===== config.mk =====
export PLATFORM = sky130hd
export DESIGN_NAME = dmem_arbiter_flat
export DESIGN_NICKNAME = d
export VERILOG_FILES = /design/src/rtl/dmem_arbiter_pkg.sv /design/src/rtl/dmem_arbiter_if.sv /design/src/rtl/dmem_arbiter_rr_arb2.sv /design/src/rtl/dmem_arbiter.sv /design/src/flat_wrapper.sv
export SDC_FILE = /design/constraint.sdc
export NUM_CORES = 1
export LEC_CHECK = 0
export ABC_CLOCK_PERIOD_IN_PS = 3100
export BUFFER_PORTS_ARGS = -buffer_cell sky130_fd_sc_hd__buf_2
export CAP_MARGIN = 10
export CORE_MARGIN = 5
export CORE_UTILIZATION = 46
export CTS_CLUSTER_DIAMETER = 150
export CTS_CLUSTER_SIZE = 12
export DETAILED_ROUTE_END_ITERATION = 12
export PLACE_DENSITY = 0.84
export SYNTH_ARGS = -nofsm -noshare
export SYNTH_HDL_FRONTEND = slang
export SYNTH_SLANG_ARGS = --single-unit

===== constraint.sdc =====
create_clock -name clk -period 3.1 [get_ports clk]
set_clock_uncertainty 0.05 [all_clocks]
set_input_delay 0.62 -clock clk [delete_from_list [all_inputs] [get_ports clk]]
set_output_delay 0.62 -clock clk [all_outputs]
set_load 0.05 [all_outputs]

===== src/rtl/dmem_arbiter_pkg.sv =====
// Shared types and port-index constants for the two-port data-memory arbiter.
package dmem_arb_pkg;

   typedef enum logic [1:0] {
      S_IDLE   = 2'd0,
      S_ACCESS = 2'd1,
      S_RESP   = 2'd2
   } state_t;

   localparam logic PORT_CPU = 1'b0;
   localparam logic PORT_DMA = 1'b1;

endpackage


===== src/rtl/dmem_arbiter_if.sv =====
// Requester ports and memory-side bus of the data-memory arbiter.
interface dmem_arbiter_if #(
   parameter int ADDR_W = 8,
   parameter int DATA_W = 8
);
   logic              req0, req1;
   logic              we0, we1;
   logic [ADDR_W-1:0] addr0, addr1;
   logic [DATA_W-1:0] wdata0, wdata1;
   logic              ack0, ack1;
   logic [DATA_W-1:0] rdata0, rdata1;
   logic              err1;
   logic [ADDR_W-1:0] mem_addr;
   logic [DATA_W-1:0] mem_wdata;
   logic              mem_we;
   logic [DATA_W-1:0] mem_rdata;

   modport slave (
      input  req0, req1, we0, we1, addr0, addr1, wdata0, wdata1, mem_rdata,
      output ack0, ack1, rdata0, rdata1, err1, mem_addr, mem_wdata, mem_we
   );

   modport master (
      output req0, req1, we0, we1, addr0, addr1, wdata0, wdata1, mem_rdata,
      input  ack0, ack1, rdata0, rdata1, err1, mem_addr, mem_wdata, mem_we
   );
endinterface


===== src/rtl/dmem_arbiter_rr_arb2.sv =====
// Two-request round-robin picker: one-hot grant, contention goes to the port
// that did not win last time.
module rr_arb2 (
   input  logic [1:0] i_req,
   input  logic       i_last,
   output logic [1:0] o_gnt
);
   always_comb begin
      o_gnt = i_req;
      if (i_req == 2'b11) o_gnt = i_last ? 2'b01 : 2'b10;
   end
endmodule


===== src/rtl/dmem_arbiter.sv =====
// Two-port data-memory arbiter (IDLE -> ACCESS -> RESP), round-robin on contention.
// Define DMEM_ARB_WPROT_EN to block port-1 writes at or above PROT_BASE.
module dmem_arbiter
   import dmem_arb_pkg::*;
#(
   parameter int                ADDR_W    = 8,
   parameter int                DATA_W    = 8,
   parameter logic [ADDR_W-1:0] PROT_BASE = ADDR_W'(8'hF0)
) (
   input logic          clk,
   input logic          rst_n,
   dmem_arbiter_if.slave bus
);

   state_t            r_state, w_next;
   logic              r_last, r_win, r_we;
   logic [ADDR_W-1:0] r_addr;
   logic [DATA_W-1:0] r_wdata;
   logic [1:0]        w_req, w_gnt;
   logic              w_take, w_sel, w_blk;

   // The port just acked still holds req during RESP, so mask it there.
   always_comb begin
      w_req = {bus.req1, bus.req0};
      if (r_state == S_RESP)   w_req[r_win] = 1'b0;
      if (r_state == S_ACCESS) w_req = 2'b00;
   end

   rr_arb2 u_rr (
      .i_req  (w_req),
      .i_last (r_last),
      .o_gnt  (w_gnt)
   );

   assign w_take = |w_gnt;
   assign w_sel  = w_gnt[1];

   always_ff @(posedge clk or negedge rst_n) begin
      if (!rst_n) r_state <= S_IDLE;
      else        r_state <= w_next;
   end

   always_comb begin
      w_next = S_IDLE;
      case (r_state)
         S_IDLE:   w_next = w_take ? S_ACCESS : S_IDLE;
         S_ACCESS: w_next = S_RESP;
         S_RESP:   w_next = w_take ? S_ACCESS : S_IDLE;
         default:  w_next = S_IDLE;
      endcase
   end

   always_ff @(posedge clk or negedge rst_n) begin
      if (!rst_n) begin
         r_last  <= PORT_DMA;
         r_win   <= PORT_CPU;
         r_we    <= 1'b0;
         r_addr  <= '0;
         r_wdata <= '0;
      end else if (w_take) begin
         r_last  <= w_sel;
         r_win   <= w_sel;
         r_we    <= w_sel ? bus.we1    : bus.we0;
         r_addr  <= w_sel ? bus.addr1  : bus.addr0;
         r_wdata <= w_sel ? bus.wdata1 : bus.wdata0;
      end
   end

`ifdef DMEM_ARB_WPROT_EN
   logic r_prot;
   always_ff @(posedge clk or negedge rst_n) begin
      if (!rst_n)      r_prot <= 1'b0;
      else if (w_take) r_prot <= w_sel & bus.we1 & (bus.addr1 >= PROT_BASE);
   end
   assign w_blk = r_prot;
`else
   assign w_blk = 1'b0;
`endif

   always_comb begin
      bus.mem_addr  = r_addr;
      bus.mem_wdata = r_wdata;
      bus.mem_we    = 1'b0;
      bus.ack0      = 1'b0;
      bus.ack1      = 1'b0;
      bus.rdata0    = '0;
      bus.rdata1    = '0;
      bus.err1      = 1'b0;
      case (r_state)
         S_ACCESS: bus.mem_we = r_we & ~w_blk;
         S_RESP: begin
            if (r_win == PORT_DMA) begin
               bus.ack1   = 1'b1;
               bus.rdata1 = r_we ? '0 : bus.mem_rdata;
               bus.err1   = w_blk;
            end else begin
               bus.ack0   = 1'b1;
               bus.rdata0 = r_we ? '0 : bus.mem_rdata;
            end
         end
         default: ;
      endcase
   end

endmodule

===== src/flat_wrapper.sv =====
// flat-port wrapper written by rule: the top's interface ports become plain ports
module dmem_arbiter_flat import dmem_arb_pkg::*;
#(
   parameter int                ADDR_W    = 8,
   parameter int                DATA_W    = 8,
   parameter logic [ADDR_W-1:0] PROT_BASE = ADDR_W'(8'hF0)
)
  (clk, rst_n, bus_req0, bus_req1, bus_we0, bus_we1, bus_addr0, bus_addr1, bus_wdata0, bus_wdata1, bus_mem_rdata, bus_ack0, bus_ack1, bus_rdata0, bus_rdata1, bus_err1, bus_mem_addr, bus_mem_wdata, bus_mem_we);
  dmem_arbiter_if #(.ADDR_W(ADDR_W), .DATA_W(DATA_W)) bus_i ();
  input logic clk;
  input logic rst_n;
  input wire logic [$bits(bus_i.req0)-1:0] bus_req0;
  input wire logic [$bits(bus_i.req1)-1:0] bus_req1;
  input wire logic [$bits(bus_i.we0)-1:0] bus_we0;
  input wire logic [$bits(bus_i.we1)-1:0] bus_we1;
  input wire logic [$bits(bus_i.addr0)-1:0] bus_addr0;
  input wire logic [$bits(bus_i.addr1)-1:0] bus_addr1;
  input wire logic [$bits(bus_i.wdata0)-1:0] bus_wdata0;
  input wire logic [$bits(bus_i.wdata1)-1:0] bus_wdata1;
  input wire logic [$bits(bus_i.mem_rdata)-1:0] bus_mem_rdata;
  output wire logic [$bits(bus_i.ack0)-1:0] bus_ack0;
  output wire logic [$bits(bus_i.ack1)-1:0] bus_ack1;
  output wire logic [$bits(bus_i.rdata0)-1:0] bus_rdata0;
  output wire logic [$bits(bus_i.rdata1)-1:0] bus_rdata1;
  output wire logic [$bits(bus_i.err1)-1:0] bus_err1;
  output wire logic [$bits(bus_i.mem_addr)-1:0] bus_mem_addr;
  output wire logic [$bits(bus_i.mem_wdata)-1:0] bus_mem_wdata;
  output wire logic [$bits(bus_i.mem_we)-1:0] bus_mem_we;
  assign bus_i.req0 = bus_req0;
  assign bus_i.req1 = bus_req1;
  assign bus_i.we0 = bus_we0;
  assign bus_i.we1 = bus_we1;
  assign bus_i.addr0 = bus_addr0;
  assign bus_i.addr1 = bus_addr1;
  assign bus_i.wdata0 = bus_wdata0;
  assign bus_i.wdata1 = bus_wdata1;
  assign bus_i.mem_rdata = bus_mem_rdata;
  assign bus_ack0 = bus_i.ack0;
  assign bus_ack1 = bus_i.ack1;
  assign bus_rdata0 = bus_i.rdata0;
  assign bus_rdata1 = bus_i.rdata1;
  assign bus_err1 = bus_i.err1;
  assign bus_mem_addr = bus_i.mem_addr;
  assign bus_mem_wdata = bus_i.mem_wdata;
  assign bus_mem_we = bus_i.mem_we;
  dmem_arbiter #(.ADDR_W(ADDR_W), .DATA_W(DATA_W), .PROT_BASE(PROT_BASE)) u_core (.clk(clk), .rst_n(rst_n), .bus(bus_i));
endmodule

==> metrics.log <==
INFO  metric status = finished, final reports clean
INFO  metric hold_buf_cts = 0
INFO  metric chipHeight = ~64 µm
INFO  metric cells_along_the_critical_path = or3b_4, nor2_1, buf_2
INFO  metric pin_count = between 80 and 90
INFO  metric maxClockFrequency = about 410 MHz
INFO  metric tritoncts_buffer_count = 3
INFO  metric fin_crit = 2.43 ns
INFO  metric detail_route.wirelength = between 3 and 4 mm
INFO  metric postCtsSetupBuffers = 0
INFO  metric postSynth.topFlopCell = sky130_fd_sc_hd__dfrtp_1
INFO  metric slowest_delay = approximately 0.54 ns
INFO  metric place.port_buffers = 80
INFO  metric clock_sinks = 21
INFO  metric yosys.area.top_type = sky130_fd_sc_hd__dfrtp_1
INFO  metric crit_fanout = 11
INFO  metric post_drt_via_cell_ratio = between 5 and 6
INFO  metric cts_tree = yes
INFO  metric vias = approximately 1400
INFO  metric synthTopCellsByArea = sky130_fd_sc_hd__dfrtp_1 (37%), sky130_fd_sc_hd__o221ai_2 (12%), sky130_fd_sc_hd__nand2_1 (8.0%), sky130_fd_sc_hd__o21ai_0 (6.6%), sky130_fd_sc_hd__inv_1 (5.0%)
INFO  metric placeableCoreArea = about 2800 µm²
INFO  metric maxSlewHeadroom = 59.3%
INFO  metric power.leakage = just over 0.9 nW
INFO  metric drive_gt1_share = a little over two fifths
INFO  metric grt_max_degree = 24
INFO  metric layout_worst_path_cycle_share = 78.3%
INFO  metric layout.nets = 279
INFO  metric yosysMostFrequentCell = sky130_fd_sc_hd__nand2_1
INFO  metric placementRows = 19
INFO  metric crit_type = reg -> out
INFO  metric total_of_flip_flops_plus_latches_after_synthesis = 21
INFO  metric worstReg2RegStart = u_core.r_state[1]
INFO  metric min-delay-path-class = in -> async
INFO  metric grtUsageTotal = between 10% and 20%
INFO  metric final_number_of_max_transition_violations = 0
INFO  metric synth_top_cell_area_share = a little under two fifths
INFO  metric syn_area = between 1000 and 1500 µm²
INFO  metric ctsLongestPathBuffers = 2
INFO  metric grt_remaining_overflow = 0
INFO  metric critPathCaptureType = primary output
INFO  metric globalplace.congestion = 0.738
INFO  metric finalSetupTns = 0 ns
INFO  metric drt-wirelength-per-cell = roughly 13 µm
INFO  metric antenna_violations_before_repair = 0
INFO  metric drtAntennaViolNets = 0
INFO  metric hpwl = about 2.7 mm
INFO  metric area_growth = 27.8%
INFO  metric initial_utilization = roughly 49%
INFO  metric rsz_0062_raised_after_global_routing = false
INFO  metric cts-resized-gates = 0
INFO  metric detail_route.drc_violations = 0
INFO  metric die_area = 4150 µm²
INFO  metric synthCells = 160
INFO  metric final_hold_viol_count = 0
INFO  metric max-vdd-ir-drop = 620 µV
INFO  metric grt_first_pass_wirelength = a little under 6 mm
INFO  metric first_global_vias = 1319
INFO  metric setup_violations = 0
INFO  metric power.density_cell_area = around 1100 nW/µm²
INFO  metric clk-insertion-delay-late = ~0.30 ns
INFO  metric synth_area_per_cell = about 8.5 µm²
INFO  metric reg2reg_depth = 4
INFO  metric clock-root-buffer = sky130_fd_sc_hd__clkbuf_4
INFO  metric timing.rr.end = u_core.r_we
INFO  metric number_of_h_tree_levels = 1
INFO  metric worst_setup_path_start_kind = flop
INFO  metric arrival = between 1.5 and 2 ns
INFO  metric postSynthNetCount = ~200
INFO  metric crit_required = around 2.4 ns
INFO  metric chipWidth = ~64 µm
INFO  metric synth_seq_area_share = 38.7%
INFO  metric tightestPinTransition = between 0.6 and 0.7 ns
INFO  metric first_pass_iters = 4
INFO  metric antenna-diode-count = 0
INFO  metric critical_path.slowest_cell = sky130_fd_sc_hd__dfrtp_1
INFO  metric cts.clk_slew.worst_paths = ~0.12 ns
INFO  metric postLayoutCoreUtil = just over 60%
INFO  metric synth.cells.most_frequent = sky130_fd_sc_hd__nand2_1 (29), sky130_fd_sc_hd__dfrtp_1 (20), sky130_fd_sc_hd__inv_1 (18), sky130_fd_sc_hd__nor2_1 (18), sky130_fd_sc_hd__o21ai_0 (18)
INFO  metric synth-async-reset-ratio = 100%
INFO  metric rrSetupSlack = 1.27 ns
INFO  metric synthesis.yosys.warnings = 0
INFO  metric max_cap_viol_count = 0
INFO  metric first_iter_violations = between 40 and 50
INFO  metric yosys.cell_types.count = 37
INFO  metric number_of_enable_flip_flop_cells_after_synthesis = 0
-- power breakdown --
| part | leakage [nW] | total [mW] | internal (mW) | switching [mW] |
|---|---|---|---|---|
| combinational | 0.655 | 1.32 | 0.370 | 0.946 |
| sequential | 0.257 | 0.520 | 0.414 | 0.106 |
| clock | 0.0150 | 0.134 | 0.0502 | 0.0837 |
-- worst max-delay path by stage --
stage | endpoint | slack [ns] | startpoint
4_1_cts | bus_rdata0[4] | 0.67 | u_core.r_state[1]
3_5_place_dp | bus_rdata0[4] | 1.03 | u_core.r_state[1]
6_report | bus_rdata0[6] | 0.67 | u_core.r_state[1]
5_1_grt | bus_rdata0[3] | 0.53 | u_core.r_state[1]
2_1_floorplan | bus_rdata0[0] | 0.75 | u_core.r_state[0]
3_3_place_gp | bus_rdata0[4] | 1.04 | u_core.r_state[1]
-- cell type report --
class                      instances  area (µm²)
sequential                        21         527
fill                             259        1060
timing repair buffer              81         408
clock buffer                       4        26.3
multi-input combinational        106         662
tap                               31        38.8
inverter                          20        80.1
-- layout by cell type, fill, tap and decap left out, drive strengths merged --
cell,Yosys,routed
and4b,1,1
nand2,29,29
o211ai,2,2
dfstp,1,1
o21ai,20,20
conb,1,1
a22o,1,1
clkbuf,4,4
nand3b,1,1
nor2b,2,2
o221ai,17,17
a21oi,3,3
o21a,1,1
or3b,1,1
nor2,19,19
nand3,1,1
nand2b,2,2
dfrtp,20,20
or2b,1,1
nor3,1,1
o22ai,1,1
xnor2,1,1
and3,1,1
inv,19,19
buf,9,81
clkinv,1,1
-- flip-flops by register name, summed over array words and instances, names as in the netlist --
| register | flops |
|---|---|
| u_core.bus.mem_wdata | 8 |
| u_core.r_win | 1 |
| u_core.bus.mem_addr | 8 |
| u_core.r_last | 1 |
| u_core.r_we | 1 |
| u_core.r_state | 2 |
-- per-layer routing --
layer	track usage [%]	part of all wire, %	routed length (µm)
met5	0	0	0
met3	4.15	9.9	352
met4	5.54	0.42	15
met2	31.4	48	1710
met1	20.2	41	1470
-- cells by family after synthesis --
family | synth area share [%]
AO/OA/AOI/OAI | 28.3
flip-flops | 38.7
other | 0.275
buffers and inverters | 12.8
AND/OR/NAND/NOR | 19.4
XOR/XNOR | 0.643
-- per-stage QoR --
step,power [mW],hold slack (ns),area [µm²],cells,worst slack (ns)
2_1_floorplan,1.64,0.274,1360,160,0.748
3_3_place_gp,1.83,0.462,1720,259,1.04
3_5_place_dp,1.85,0.471,1720,259,1.03
4_1_cts,1.98,0.202,1740,263,0.671
5_1_grt,2.11,0.233,1740,263,0.533
6_report,1.97,0.193,1740,263,0.672
-- critical path: cells and delay by family (launching register included) --
family	cells	cell delay, ns
buf+inv	1	0.27
simple gates	2	0.65
flops	1	0.54
Power figures use the tool's default switching activity.
